## src/rtl/inst_queue_pkg.sv

```systemverilog
// Shared types for the fetch-to-decode instruction queue.
// Holds the default pc/instruction widths and the stored entry layout.
package inst_queue_pkg;

   localparam int IQ_PC_W   = 16;
   localparam int IQ_INST_W = 32;

   typedef struct packed {
      logic [IQ_PC_W-1:0]   pc;
      logic [IQ_INST_W-1:0] inst;
   } iq_entry_t;

endpackage

```

## src/rtl/inst_queue_mem.sv

```systemverilog
// Instruction queue storage: DEPTH entries, one write port, one asynchronous read port.
// Contents are intentionally not reset; occupancy is tracked by the queue control logic.
module inst_queue_mem
   import inst_queue_pkg::*;
#(
   parameter int DEPTH  = 4,
   parameter int ADDR_W = $clog2(DEPTH)
) (
   input  logic              clk,
   input  logic              wr_en,
   input  logic [ADDR_W-1:0] wr_addr,
   input  iq_entry_t         wr_data,
   input  logic [ADDR_W-1:0] rd_addr,
   output iq_entry_t         rd_data
);

   iq_entry_t mem [DEPTH];

   always_ff @(posedge clk) begin
      if (wr_en) begin
         mem[wr_addr] <= wr_data;
      end
   end

   assign rd_data = mem[rd_addr];

endmodule

```

## src/rtl/inst_queue.sv

```systemverilog
// Fetch-to-decode instruction queue: a DEPTH-entry FIFO of pc/instruction pairs with flush.
// Optional macro INST_QUEUE_BYPASS_EN lets an incoming pair reach decode combinationally when empty.
module inst_queue
   import inst_queue_pkg::*;
#(
   parameter int DEPTH  = 4,
   parameter int PC_W   = IQ_PC_W,
   parameter int INST_W = IQ_INST_W
) (
   input  logic                     clk,
   input  logic                     rst,
   input  logic                     in_valid,
   output logic                     in_ready,
   input  logic [PC_W-1:0]          in_pc,
   input  logic [INST_W-1:0]        in_inst,
   input  logic                     flush,
   output logic                     out_valid,
   input  logic                     out_ready,
   output logic [PC_W-1:0]          out_pc,
   output logic [INST_W-1:0]        out_inst,
   output logic [$clog2(DEPTH):0]   count
);

   localparam int PTR_W = $clog2(DEPTH);
   localparam int CNT_W = PTR_W + 1;
   localparam logic [CNT_W-1:0] FULL_COUNT = CNT_W'(DEPTH);

   logic [PTR_W-1:0] wr_ptr;
   logic [PTR_W-1:0] rd_ptr;
   logic [CNT_W-1:0] count_q;
   logic             full;
   logic             empty;
   logic             push;
   logic             pop;
   iq_entry_t        wr_entry;
   iq_entry_t        rd_entry;

   assign full     = (count_q == FULL_COUNT);
   assign empty    = (count_q == '0);
   assign in_ready = !full;
   assign count    = count_q;
   assign wr_entry = '{pc: IQ_PC_W'(in_pc), inst: IQ_INST_W'(in_inst)};

`ifdef INST_QUEUE_BYPASS_EN
   // An empty queue forwards the incoming pair; it is only stored if decode does not take it.
   logic bypass;

   assign bypass    = rst && empty && in_valid && !flush;
   assign out_valid = (!empty && !flush) || bypass;
   assign out_pc    = bypass ? in_pc   : PC_W'(rd_entry.pc);
   assign out_inst  = bypass ? in_inst : INST_W'(rd_entry.inst);
   assign push      = in_valid && in_ready && !flush && !(bypass && out_ready);
   assign pop       = out_valid && out_ready && !empty;
`else
   assign out_valid = !empty && !flush;
   assign out_pc    = PC_W'(rd_entry.pc);
   assign out_inst  = INST_W'(rd_entry.inst);
   assign push      = in_valid && in_ready && !flush;
   assign pop       = out_valid && out_ready;
`endif

   inst_queue_mem #(
      .DEPTH (DEPTH)
   ) u_mem (
      .clk     (clk),
      .wr_en   (push),
      .wr_addr (wr_ptr),
      .wr_data (wr_entry),
      .rd_addr (rd_ptr),
      .rd_data (rd_entry)
   );

   // Pointers wrap naturally because DEPTH is a power of two; flush wins over push and pop.
   always_ff @(posedge clk or negedge rst) begin
      if (!rst) begin
         wr_ptr  <= '0;
         rd_ptr  <= '0;
         count_q <= '0;
      end else if (flush) begin
         wr_ptr  <= '0;
         rd_ptr  <= '0;
         count_q <= '0;
      end else begin
         if (push) begin
            wr_ptr <= wr_ptr + 1'b1;
         end
         if (pop) begin
            rd_ptr <= rd_ptr + 1'b1;
         end
         case ({push, pop})
            2'b10:   count_q <= count_q + 1'b1;
            2'b01:   count_q <= count_q - 1'b1;
            default: count_q <= count_q;
         endcase
      end
   end

endmodule

```

## config.mk

```make
export PLATFORM = sky130hd
export DESIGN_NAME = inst_queue
export DESIGN_NICKNAME = d
export VERILOG_FILES = /design/src/rtl/inst_queue_pkg.sv /design/src/rtl/inst_queue_mem.sv /design/src/rtl/inst_queue.sv
export SDC_FILE = /design/constraint.sdc
export NUM_CORES = 1
export LEC_CHECK = 0
export CAP_MARGIN = 20
export CORE_ASPECT_RATIO = 0.6
export CORE_UTILIZATION = 49
export CTS_CLUSTER_DIAMETER = 150
export CTS_CLUSTER_SIZE = 8
export DETAILED_ROUTE_END_ITERATION = 8
export PLACE_DENSITY = 0.76
export SYNTH_ARGS = -nofsm -noshare
export SYNTH_HDL_FRONTEND = slang
export SYNTH_SLANG_ARGS = --single-unit
```

## constraint.sdc

```tcl
create_clock -name clk -period 2.3 [get_ports clk]
set_input_delay 0.46 -clock clk [delete_from_list [all_inputs] [get_ports clk]]
set_output_delay 0.46 -clock clk [all_outputs]
set_load 0.02 [all_outputs]
```

==> impl_metrics.csv <==
group,metric,value,unit
synthesis,synth_area_leaders,"edfxtp_1 77%, mux4_2 14%, dfrtp_1 2.3%",
synthesis,synth_area,0.007523,mm²
detailed_routing,wirelength,14060,µm
floorplanning,die_y,97.98,µm
synthesis,yosys.cell_count.top_type,"edfxtp_1",
synthesis,synth-edff-count,192,
synthesis,synthArstFlopShare,3.518,%
sta,hold_viol_final,0,
detailed_routing,drt_iter0_drc,326,
placed_design,placed_cells,632,
placed_design,dp_hpwl,8727,µm
sta,finalCriticalPeriod,2.318,ns
synthesis,synth-seq-cells,199,
global_routing,grt.total_usage,18.85,%
detailed_routing,wl_per_cell,20.86,µm
critical_path,worst_path_most_repeated_cell,"buf_12",
synthesis,yosysSeqAreaShare,78.96,%
synthesis,synth_nets,379,
critical_path,crit_slowest_cell,"mux4_2",
critical_path,crit_chain,"buf_12, buf_12, mux4_2, buf_6",
synthesis,synthCells,321,
critical_path,path_buf_inv,3,
critical_path,crit_type,"register to output port",
finish,layout.nets,521,
finish,area_growth,31.71,%
critical_path,crit_end,"out_inst[23]",
synthesis,ys_top_cells_by_count,"192 x edfxtp_1, 48 x mux4_2, 8 x buf_2",
synthesis,yosysWarnings,0,
sta,worst_pin_slew,0.4486,ns
cts,cts_tree,"done",
floorplanning,die_w,162.0,µm
critical_path,worstPathArrival,1.86,ns
placed_design,gp_congestion,0.7338,
cts,clock_latency,0.44,ns
synthesis,synth_top_cell_by_area,"edfxtp_1",
sta,slew_headroom,69.32,%
cts,cts_sinks,199,
finish,n_antenna_cell,0,
detailed_routing,post-route-drc-count,0,
run_status,status,"finished with violations",
cts,h-tree-depth,4,
cts,cts_made_buffers,17,
placed_design,preCtsSetupSlack,-0.1271,ns
cts,cts.root.buffer_cell,"clkbuf_16",
detailed_routing,ant_nets,0,
critical_path,cp.depth,4,
sta,fmax,0.4314,GHz
critical_path,r2r_slack,0.30,ns
power_and_ir_drop,peakVddDrop,550.6,µV
critical_path,cp-startpoint,"rd_ptr[0]",
critical_path,crit_required,1.84,ns
critical_path,critPathTopFamily,"multiplexers",
sta,fin_hold_ws,0.3128,ns
global_routing,grt_pass1_vias,3896,
power_and_ir_drop,finalPower,8.751,mW
global_routing,grt_overflow,0,
floorplanning,core,0.01472,mm²
critical_path,path_max_fanout,6,
cts,clk_path_buf_depth,2,
synthesis,ys.flop_type,"edfxtp_1",
global_routing,antenna_found_initial,0,
sta,rsz0062_at_grt,"yes",
run_status,violations,"setup timing",
synthesis,synthDistinctLibCells,35,
synthesis,synth.top_cell.area_share,76.63,%
critical_path,worstRegToRegCells,7,
sta,clock-skew-final,0.01946,ns
job,cap_viol_max_count,0,
worst_hold_path,hold_path.class,"primary input to async pin",
sta,post-route-period-util,100.8,%
detailed_routing,via_per_inst,5.418,
detailed_routing,detail_route.first_pass.iterations,5,
floorplanning,ios,106,
cts,path_clk_slew,0.07,ns
critical_path,cp-end-kind,"output port",
finish,drive_above_1_share,35.92,%
finish,layoutNonFillerInstCount,674,
floorplanning,row_count,34,
power_and_ir_drop,cellLeakagePower,3.286,nW
global_routing,grt_max_degree,29,
sta,setup_ws,-0.01803,ns
placed_design,port_buffers,105,
floorplanning,die_area,0.01587,mm²
global_routing,grt_first_pass_wirelength,21360,µm
power_and_ir_drop,power.density,883.0,mW/mm²
sta,maxSlewViolCount,0,
critical_path,rr_endpoint,"count[1]",
floorplanning,initial_core_util,51.11,%
synthesis,syn_area_per_cell,23.44,µm²
critical_path,rr_startpoint,"count[1]",
sta,tns,-0.04969,ns
detailed_routing,vias,3652,
sta,setup-violations-final,8,
critical_path,start_kind,"register",
critical_path,critical-path-max-stage-delay,0.53,ns
[layer usage]
metal | vias up | track usage (%) | wire length (µm)
met5 | - | 0 | 0
met4 | 0 | 5.225 | 42
met3 | 4 | 7.689 | 1291
met2 | 127 | 28.99 | 6754
met1 | 1882 | 25.06 | 5973
li1 | 1639 | - | -
[metrics by stage]
| stage | utilization, % | area, µm² |
|---|---|---|
| 3_3_place_gp | 61.82 | 9099 |
| 5_1_grt | 67.32 | 9910 |
| 2_1_floorplan | - | 7528 |
| 4_1_cts | 66.20 | 9744 |
| 6_report | 67.32 | 9910 |
| 3_5_place_dp | 61.82 | 9099 |
[worst min-delay path by stage]
| stage | from | end | depth (start not counted) |
|---|---|---|---|
| 6_report | rst | count[0] | 1 |
| 5_1_grt | rst | count[1] | 1 |
| 4_1_cts | rst | count[0] | 1 |
| 2_1_floorplan | rst | count[0] | 0 |
| 3_3_place_gp | wr_ptr[0] | wr_ptr[0] | 2 |
| 3_5_place_dp | wr_ptr[0] | wr_ptr[0] | 2 |
[flip-flops by register name, summed over array words and instances (netlist names)]
name       cells
u_mem.mem    192
count          3
rd_ptr         2
wr_ptr         2
[cell families after synthesis]
family                     Yosys count  synth area share, %
muxes                               49                14.50
xor gates and xnor gates             2               0.2329
adders and majority gates            5               0.9314
DFF                                199                78.96
AOI/OAI and AO/OA                   15                1.314
and+or+nand+nor                     28                2.428
buffers and inverters               23                1.630
[what timing repair did]
action / 4_1_cts / 5_1_grt
hold buffers: 0 / 0
buffers inserted: 4 / 1
setup endpoints to repair: 50 / 48
gates resized for setup: 258 / 38
gates cloned: 3 / 3
[cell type report]
class	instances	area, µm²
sequential	199	5946
fill	933	4810
multi-input combinational	99	1471
clock buffer	18	429.2
clock inverter	14	135.1
inverter	5	18.77
timing repair buffer	141	1662
tap	198	247.7
[layout by cell type (no fill, tap or decap), types with 2 or more instances in the layout]
cell / Yosys / final
a21oi_1: 5 / 5
and2_2: 0 / 4
buf_12: 0 / 16
buf_2: 8 / 3
buf_4: 5 / 14
buf_6: 1 / 46
clkbuf_16: 0 / 20
clkdlybuf4s50_1: 0 / 55
clkinv_4: 0 / 6
clkinvlp_4: 0 / 2
dfrtp_1: 7 / 5
dlygate4sd2_1: 0 / 2
edfxtp_1: 192 / 192
ha_1: 4 / 4
inv_1: 5 / 5
inv_8: 0 / 6
mux4_2: 48 / 48
nand2b_1: 5 / 5
nand3_1: 4 / 4
nand3b_1: 3 / 3
nor2b_1: 3 / 3
o21ai_0: 2 / 2
o22ai_1: 2 / 2
[report_power, final]
| part | internal [mW] | switching, mW |
|---|---|---|
| Clock | 1.44 | 1.37 |
| Combinational | 0.991 | 0.805 |
| Sequential | 4.10 | 0.0465 |
| Total | 6.53 | 2.22 |
Power figures use the tool's default switching activity.
